## config.mk

```make
export PLATFORM = sky130hd
export DESIGN_NAME = ram_arbiter
export DESIGN_NICKNAME = d
export VERILOG_FILES = /design/src/rtl/ram_arbiter.sv
export SDC_FILE = /design/constraint.sdc
export NUM_CORES = 1
export LEC_CHECK = 0
export ABC_AREA = 1
export CORE_ASPECT_RATIO = 1.2
export CORE_MARGIN = 2
export CORE_UTILIZATION = 44
export DETAILED_ROUTE_END_ITERATION = 10
export PLACE_DENSITY_LB_ADDON = 0.12
export SETUP_SLACK_MARGIN = 0.1
export SLEW_MARGIN = 20
export SYNTH_ARGS = -nofsm -noshare
export SYNTH_HDL_FRONTEND = slang
export SYNTH_SLANG_ARGS = --single-unit
```

## constraint.sdc

```tcl
create_clock -name clk -period 1.6 [get_ports clk]
set_input_delay 0.32 -clock clk [delete_from_list [all_inputs] [get_ports clk]]
set_output_delay 0.32 -clock clk [all_outputs]
set_load 0.01 [all_outputs]
```

## src/rtl/ram_arbiter.sv

```systemverilog
// Two-requester arbiter in front of a serial-command RAM.
// Latency from grant edge to ack: write 3 cycles, read 4 cycles plus R_HOLD cycles.
// Backpressure: requests are only sampled in IDLE; a busy RAM read path stalls reads in R_HOLD.
module ram_arbiter #(
  parameter int ADDR_SIZE = 8
) (
  input  logic                 clk,
  input  logic                 rst_n,
  input  logic                 req0,
  input  logic                 req1,
  input  logic                 we0,
  input  logic                 we1,
  input  logic [ADDR_SIZE-1:0] addr0,
  input  logic [ADDR_SIZE-1:0] addr1,
  input  logic [ADDR_SIZE-1:0] wdata0,
  input  logic [ADDR_SIZE-1:0] wdata1,
  output logic                 ack0,
  output logic                 ack1,
  output logic [ADDR_SIZE-1:0] rdata0,
  output logic [ADDR_SIZE-1:0] rdata1,
  output logic [ADDR_SIZE+1:0] ram_din,
  output logic                 ram_rx_valid,
  input  logic [ADDR_SIZE-1:0] ram_dout,
  input  logic                 ram_tx_valid,
  output logic                 busy
);

  typedef enum logic [2:0] {
    IDLE   = 3'd0,
    W_ADDR = 3'd1,
    W_DATA = 3'd2,
    R_HOLD = 3'd3,
    R_ADDR = 3'd4,
    R_CMD  = 3'd5,
    R_CAP  = 3'd6,
    DONE   = 3'd7
  } state_e;

  // Opcodes carried in the top two bits of the RAM command word.
  localparam logic [1:0] OP_WADDR = 2'b00;
  localparam logic [1:0] OP_WDATA = 2'b01;
  localparam logic [1:0] OP_RADDR = 2'b10;
  localparam logic [1:0] OP_RCMD  = 2'b11;

  state_e                 state_q, state_d;
  logic                   gnt_id_q, gnt_id_d;   // requester owning the current transaction
  logic                   we_q, we_d;
  logic [ADDR_SIZE-1:0]   addr_q, addr_d;
  logic [ADDR_SIZE-1:0]   wdata_q, wdata_d;
  logic                   prio_q, prio_d;       // requester that wins the next tie
  logic [ADDR_SIZE-1:0]   rdata0_q, rdata0_d;
  logic [ADDR_SIZE-1:0]   rdata1_q, rdata1_d;
  logic                   gnt_sel;

  // Winner of arbitration: a lone request wins outright, a tie goes to the round-robin pointer.
  always_comb begin
    gnt_sel = 1'b0;
    if (req0 && req1) begin
      gnt_sel = prio_q;
    end else if (req1) begin
      gnt_sel = 1'b1;
    end
  end

  // Next-state logic: grant and latch request fields in IDLE, then walk the command sequence.
  always_comb begin
    state_d  = state_q;
    gnt_id_d = gnt_id_q;
    we_d     = we_q;
    addr_d   = addr_q;
    wdata_d  = wdata_q;
    prio_d   = prio_q;
    rdata0_d = rdata0_q;
    rdata1_d = rdata1_q;

    case (state_q)
      IDLE: begin
        if (req0 || req1) begin
          gnt_id_d = gnt_sel;
          prio_d   = ~gnt_sel;
          we_d     = gnt_sel ? we1    : we0;
          addr_d   = gnt_sel ? addr1  : addr0;
          wdata_d  = gnt_sel ? wdata1 : wdata0;
          if (gnt_sel ? we1 : we0) begin
            state_d = W_ADDR;
          end else if (ram_tx_valid) begin
            state_d = R_HOLD;
          end else begin
            state_d = R_ADDR;
          end
        end
      end
      W_ADDR: state_d = W_DATA;
      W_DATA: state_d = DONE;
      R_HOLD: begin
        // The RAM is still shifting out an earlier result; wait for it to finish.
        if (!ram_tx_valid) begin
          state_d = R_ADDR;
        end
      end
      R_ADDR: state_d = R_CMD;
      R_CMD:  state_d = R_CAP;
      R_CAP: begin
        // RAM output is registered, so the read data is valid here, one cycle after R_CMD.
        if (gnt_id_q) begin
          rdata1_d = ram_dout;
        end else begin
          rdata0_d = ram_dout;
        end
        state_d = DONE;
      end
      DONE:    state_d = IDLE;
      default: state_d = IDLE;
    endcase
  end

  // State and latched-transaction registers; reset abandons any transaction in flight.
  always_ff @(posedge clk or negedge rst_n) begin
    if (!rst_n) begin
      state_q  <= IDLE;
      gnt_id_q <= 1'b0;
      we_q     <= 1'b0;
      addr_q   <= '0;
      wdata_q  <= '0;
      prio_q   <= 1'b0;
      rdata0_q <= '0;
      rdata1_q <= '0;
    end else begin
      state_q  <= state_d;
      gnt_id_q <= gnt_id_d;
      we_q     <= we_d;
      addr_q   <= addr_d;
      wdata_q  <= wdata_d;
      prio_q   <= prio_d;
      rdata0_q <= rdata0_d;
      rdata1_q <= rdata1_d;
    end
  end

  // Outputs decoded purely from the state register and latched fields, so reset clears them at once.
  always_comb begin
    ram_din      = '0;
    ram_rx_valid = 1'b0;
    ack0         = 1'b0;
    ack1         = 1'b0;
    busy         = (state_q != IDLE);
    case (state_q)
      W_ADDR: begin
        ram_rx_valid = 1'b1;
        ram_din      = {OP_WADDR, addr_q};
      end
      W_DATA: begin
        ram_rx_valid = 1'b1;
        ram_din      = {OP_WDATA, wdata_q};
      end
      R_ADDR: begin
        ram_rx_valid = 1'b1;
        ram_din      = {OP_RADDR, addr_q};
      end
      R_CMD: begin
        ram_rx_valid = 1'b1;
        ram_din      = {OP_RCMD, {ADDR_SIZE{1'b0}}};
      end
      DONE: begin
        ack0 = ~gnt_id_q;
        ack1 =  gnt_id_q;
      end
      default: ;
    endcase
  end

  assign rdata0 = rdata0_q;
  assign rdata1 = rdata1_q;

endmodule

```

==> metrics, run 1 <==
worst slew margin relative to its limit=72.9%; 1st-iter DRT viols=92; failing checks=setup timing; warning count from the yosys run=0; diodes inserted=0; Synth Area per Inst=8.02 um^2; worst slew pin tran=405 ps; setup repair after global routing missed its margin=yes; Hold Vio Cnt, Final=0; arrival time reported for the critical path endpoint=1500 ps; clk_lat worst skew=between 200 and 300 ps; drc violations=0; Root Buffer=sky130_fd_sc_hd__clkbuf_8; IO Port Bufs=76; commonest non-fill, non-tap cells in the layout=sky130_fd_sc_hd__nand2_1, sky130_fd_sc_hd__clkdlybuf4s50_1, sky130_fd_sc_hd__dfrtp_1, sky130_fd_sc_hd__inv_1, sky130_fd_sc_hd__nand3_1; Achievable Freq=550 MHz; pre-CTS worst setup slack=-296 ps; count of unique library cells instantiated by Yosys=22; critical-path maximum fanout=5; Avg WL per Cell=between 10 and 15 um; clock edge transition at the registers on the reported setup and hold paths=about 80 ps; starting density of the core=about 46%; post-synthesis share of cell area spent on xor and xnor gates=0%; CP Launch Type=flop; status=finished, violations left; highest ir drop seen on vdd=approximately 0.98 mV; vias per cell=between 5 and 6; Die W=65.1 um; overall overflow remaining after global route=0; routed wire length=approximately 6.2 mm; static leakage=1.86 nW; mux cell area share after synthesis=0%; Worst Clk Skew=between 5 and 6 ps; CP Data Required Time=1280 ps; first-pass GRT wire length=roughly 8.7 mm; count of vias placed by the detailed router=2116; Overall Global Routing Usage=between 20% and 30%; top cells by area, synth=sky130_fd_sc_hd__dfrtp_1, sky130_fd_sc_hd__nand2_1, sky130_fd_sc_hd__inv_1; Final Max Slew Viols=0; most frequent standard cell in the layout excluding fill and tap cells=sky130_fd_sc_hd__nand2_1; final core occ=80.7%; netlist area before placement=between 1500 and 2000 um^2; net total in the final layout=406; synthesized net count=293; H-Tree Level Count=2; I/O pin count=a little under 80; Seq cells post-synth=37; simple-gate share of the synthesized area=a little over a quarter; share of cells above drive strength 1=33.9%; share of synthesized cell area in full adder, half adder and majority cells=0%; ratio of total power to cell area=1740 nW/um^2; combinational family with the most area after synthesis=simple AND/OR/NAND/NOR gates; first-pass iteration count of the detailed router=4; cell accounting for the most synthesized area=sky130_fd_sc_hd__dfrtp_1; layout-stage area growth over the synthesis result=75.6%; crit path capture type=primary output; detailed-placement wirelength estimate=3.64 mm; gate count after technology mapping=246; complex-gate fraction of the synthesized area=15.3%; final worst setup slack=-217 ps; clock period minus worst slack=1820 ps; # rows=26; number of global-route vias before repair=between 1500 and 2000; Die H=around 77 um; fraction of post-synthesis cell area in the top cell type by area=a little under half; antenna violations before repair=0; startpoint-to-endpoint class of the critical path=flop to primary output; portion of the post-synthesis area used by sequential elements=between 40% and 50%; buffers from clock root to sink, at most=2; share of the cycle needed by the critical path after routing=114%; worst reg-to-reg path cell count=9; Core Area=~4300 um^2; count of endpoints failing setup in the final report=12; RePlAce Congestion=roughly 0.78; die area=5040 um^2; clock tree from TritonCTS=built; largest net degree at the start of global routing=21; Maximum Capacitance Violations=0; TritonCTS Buffers=5; path category of the worst min-delay check=primary input to asynchronous set/reset pin; sink count of the clock tree=37; Antenna Violating Nets Remaining=0
[cell families after synthesis]
family | after synthesis
flops | 37
simple gates | 114
compound gates | 47
buf+inv | 48
[critical path, cell delays in order, from the launching register on]
cell and delay [ps]:
sky130_fd_sc_hd__dfrtp_1 440, sky130_fd_sc_hd__buf_6 140, sky130_fd_sc_hd__nor2_4 170, sky130_fd_sc_hd__nand2_4 120
sky130_fd_sc_hd__o22ai_1 180, sky130_fd_sc_hd__buf_2 150
[registers in the layout, indices dropped and copies added (netlist names)]
signal / count
addr_q: 8
rdata0: 8
rdata1: 8
wdata_q: 8
state_q: 3
gnt_id_q: 1
prio_q: 1
[where the power goes]
| group | total [mW] | switching [mW] | internal (mW) | leakage (nW) |
|---|---|---|---|---|
| Clock | 0.832 | 0.366 | 0.467 | 0.0543 |
| Sequential | 1.63 | 0.234 | 1.40 | 0.451 |
| Combinational | 3.55 | 1.85 | 1.70 | 1.36 |
[final cells by class]
cell class                 count  area, um^2
clock buffer                   5        68.8
sequential                    37         926
clock inverter                 3        46.3
timing repair buffer         113        1130
multi-input combinational    164        1080
inverter                      38         143
fill                         281         830
tap                           56        70.1
[stage by stage]
step	std cells	power, mW	area, um^2	hold slack, ps	TNS (ps)
3_3_place_gp	389	4.43	2900	259	-2670
2_1_floorplan	246	3.11	1970	24.4	0
4_1_cts	404	5.43	3150	487	-1260
3_5_place_dp	389	4.49	2900	260	-2870
5_1_grt	416	6.40	3460	509	-2950
6_report	416	6.01	3460	478	-2130
[cell usage after synthesis]
master and instances:
sky130_fd_sc_hd__buf_1 1, sky130_fd_sc_hd__nor2_1 6, sky130_fd_sc_hd__nand3_1 23, sky130_fd_sc_hd__o21ai_1 1, sky130_fd_sc_hd__o22ai_1 8, sky130_fd_sc_hd__inv_2 2, sky130_fd_sc_hd__nor2_4 2, sky130_fd_sc_hd__buf_2 2
sky130_fd_sc_hd__nand2_2 3, sky130_fd_sc_hd__o21ai_2 12, sky130_fd_sc_hd__nor3_1 1, sky130_fd_sc_hd__a21oi_1 3, sky130_fd_sc_hd__a21oi_4 1, sky130_fd_sc_hd__inv_1 36, sky130_fd_sc_hd__nand2_1 75, sky130_fd_sc_hd__dfrtp_1 37
sky130_fd_sc_hd__buf_6 6, sky130_fd_sc_hd__nand4_1 1, sky130_fd_sc_hd__clkbuf_1 1, sky130_fd_sc_hd__o21ai_0 22, sky130_fd_sc_hd__nand3_4 2, sky130_fd_sc_hd__nand2_4 1
[path summary, 6_finish.rpt]
check	slack, ps	start	endpoint
max	-220	state_q[0]$_DFFE_PN0P_	ram_din[4]
min in group clk	480	rdata0[6]$_DFFE_PN0P_	rdata0[6]$_DFFE_PN0P_
max in group asynchronous	610	rst_n	rdata1[3]$_DFFE_PN0P_
max reg2reg	60	state_q[2]$_DFFE_PN0P_	wdata_q[1]$_DFFE_PN0P_
min reg2reg	480	rdata0[6]$_DFFE_PN0P_	rdata0[6]$_DFFE_PN0P_
min	480	rst_n	rdata0[3]$_DFFE_PN0P_
[per-layer routing]
layer  GRT usage (%)  part of all wire [%]  vias up
li1                -                     -     1017
met1            25.9                    38      999
met2            39.4                    53       86
met3            5.65                   6.5       14
met4            5.63                   2.3        0
met5               0                     0        -
[timing repair]
item                                    CTS  global route
endpoints found under the hold margin    15             0
gates cloned                              1             6
setup buffers                             5             9
endpoints found under the setup margin   24            54
resized for setup                       116            44
pin swaps                                25            10
hold buffers                              1             0
No activity file was read; power rests on OpenSTA's default activity.
==> inputs of run 2 (changes only) <==
--- a/config.mk
+++ b/config.mk
@@ -9,6 +9,7 @@
 export CORE_ASPECT_RATIO = 1.2
 export CORE_MARGIN = 2
 export CORE_UTILIZATION = 44
+export CTS_CLUSTER_DIAMETER = 150
 export DETAILED_ROUTE_END_ITERATION = 10
 export PLACE_DENSITY_LB_ADDON = 0.12
 export SETUP_SLACK_MARGIN = 0.1
==> results of run 2 <==
Final layout, timing and power as in run 1 (identical DEF).
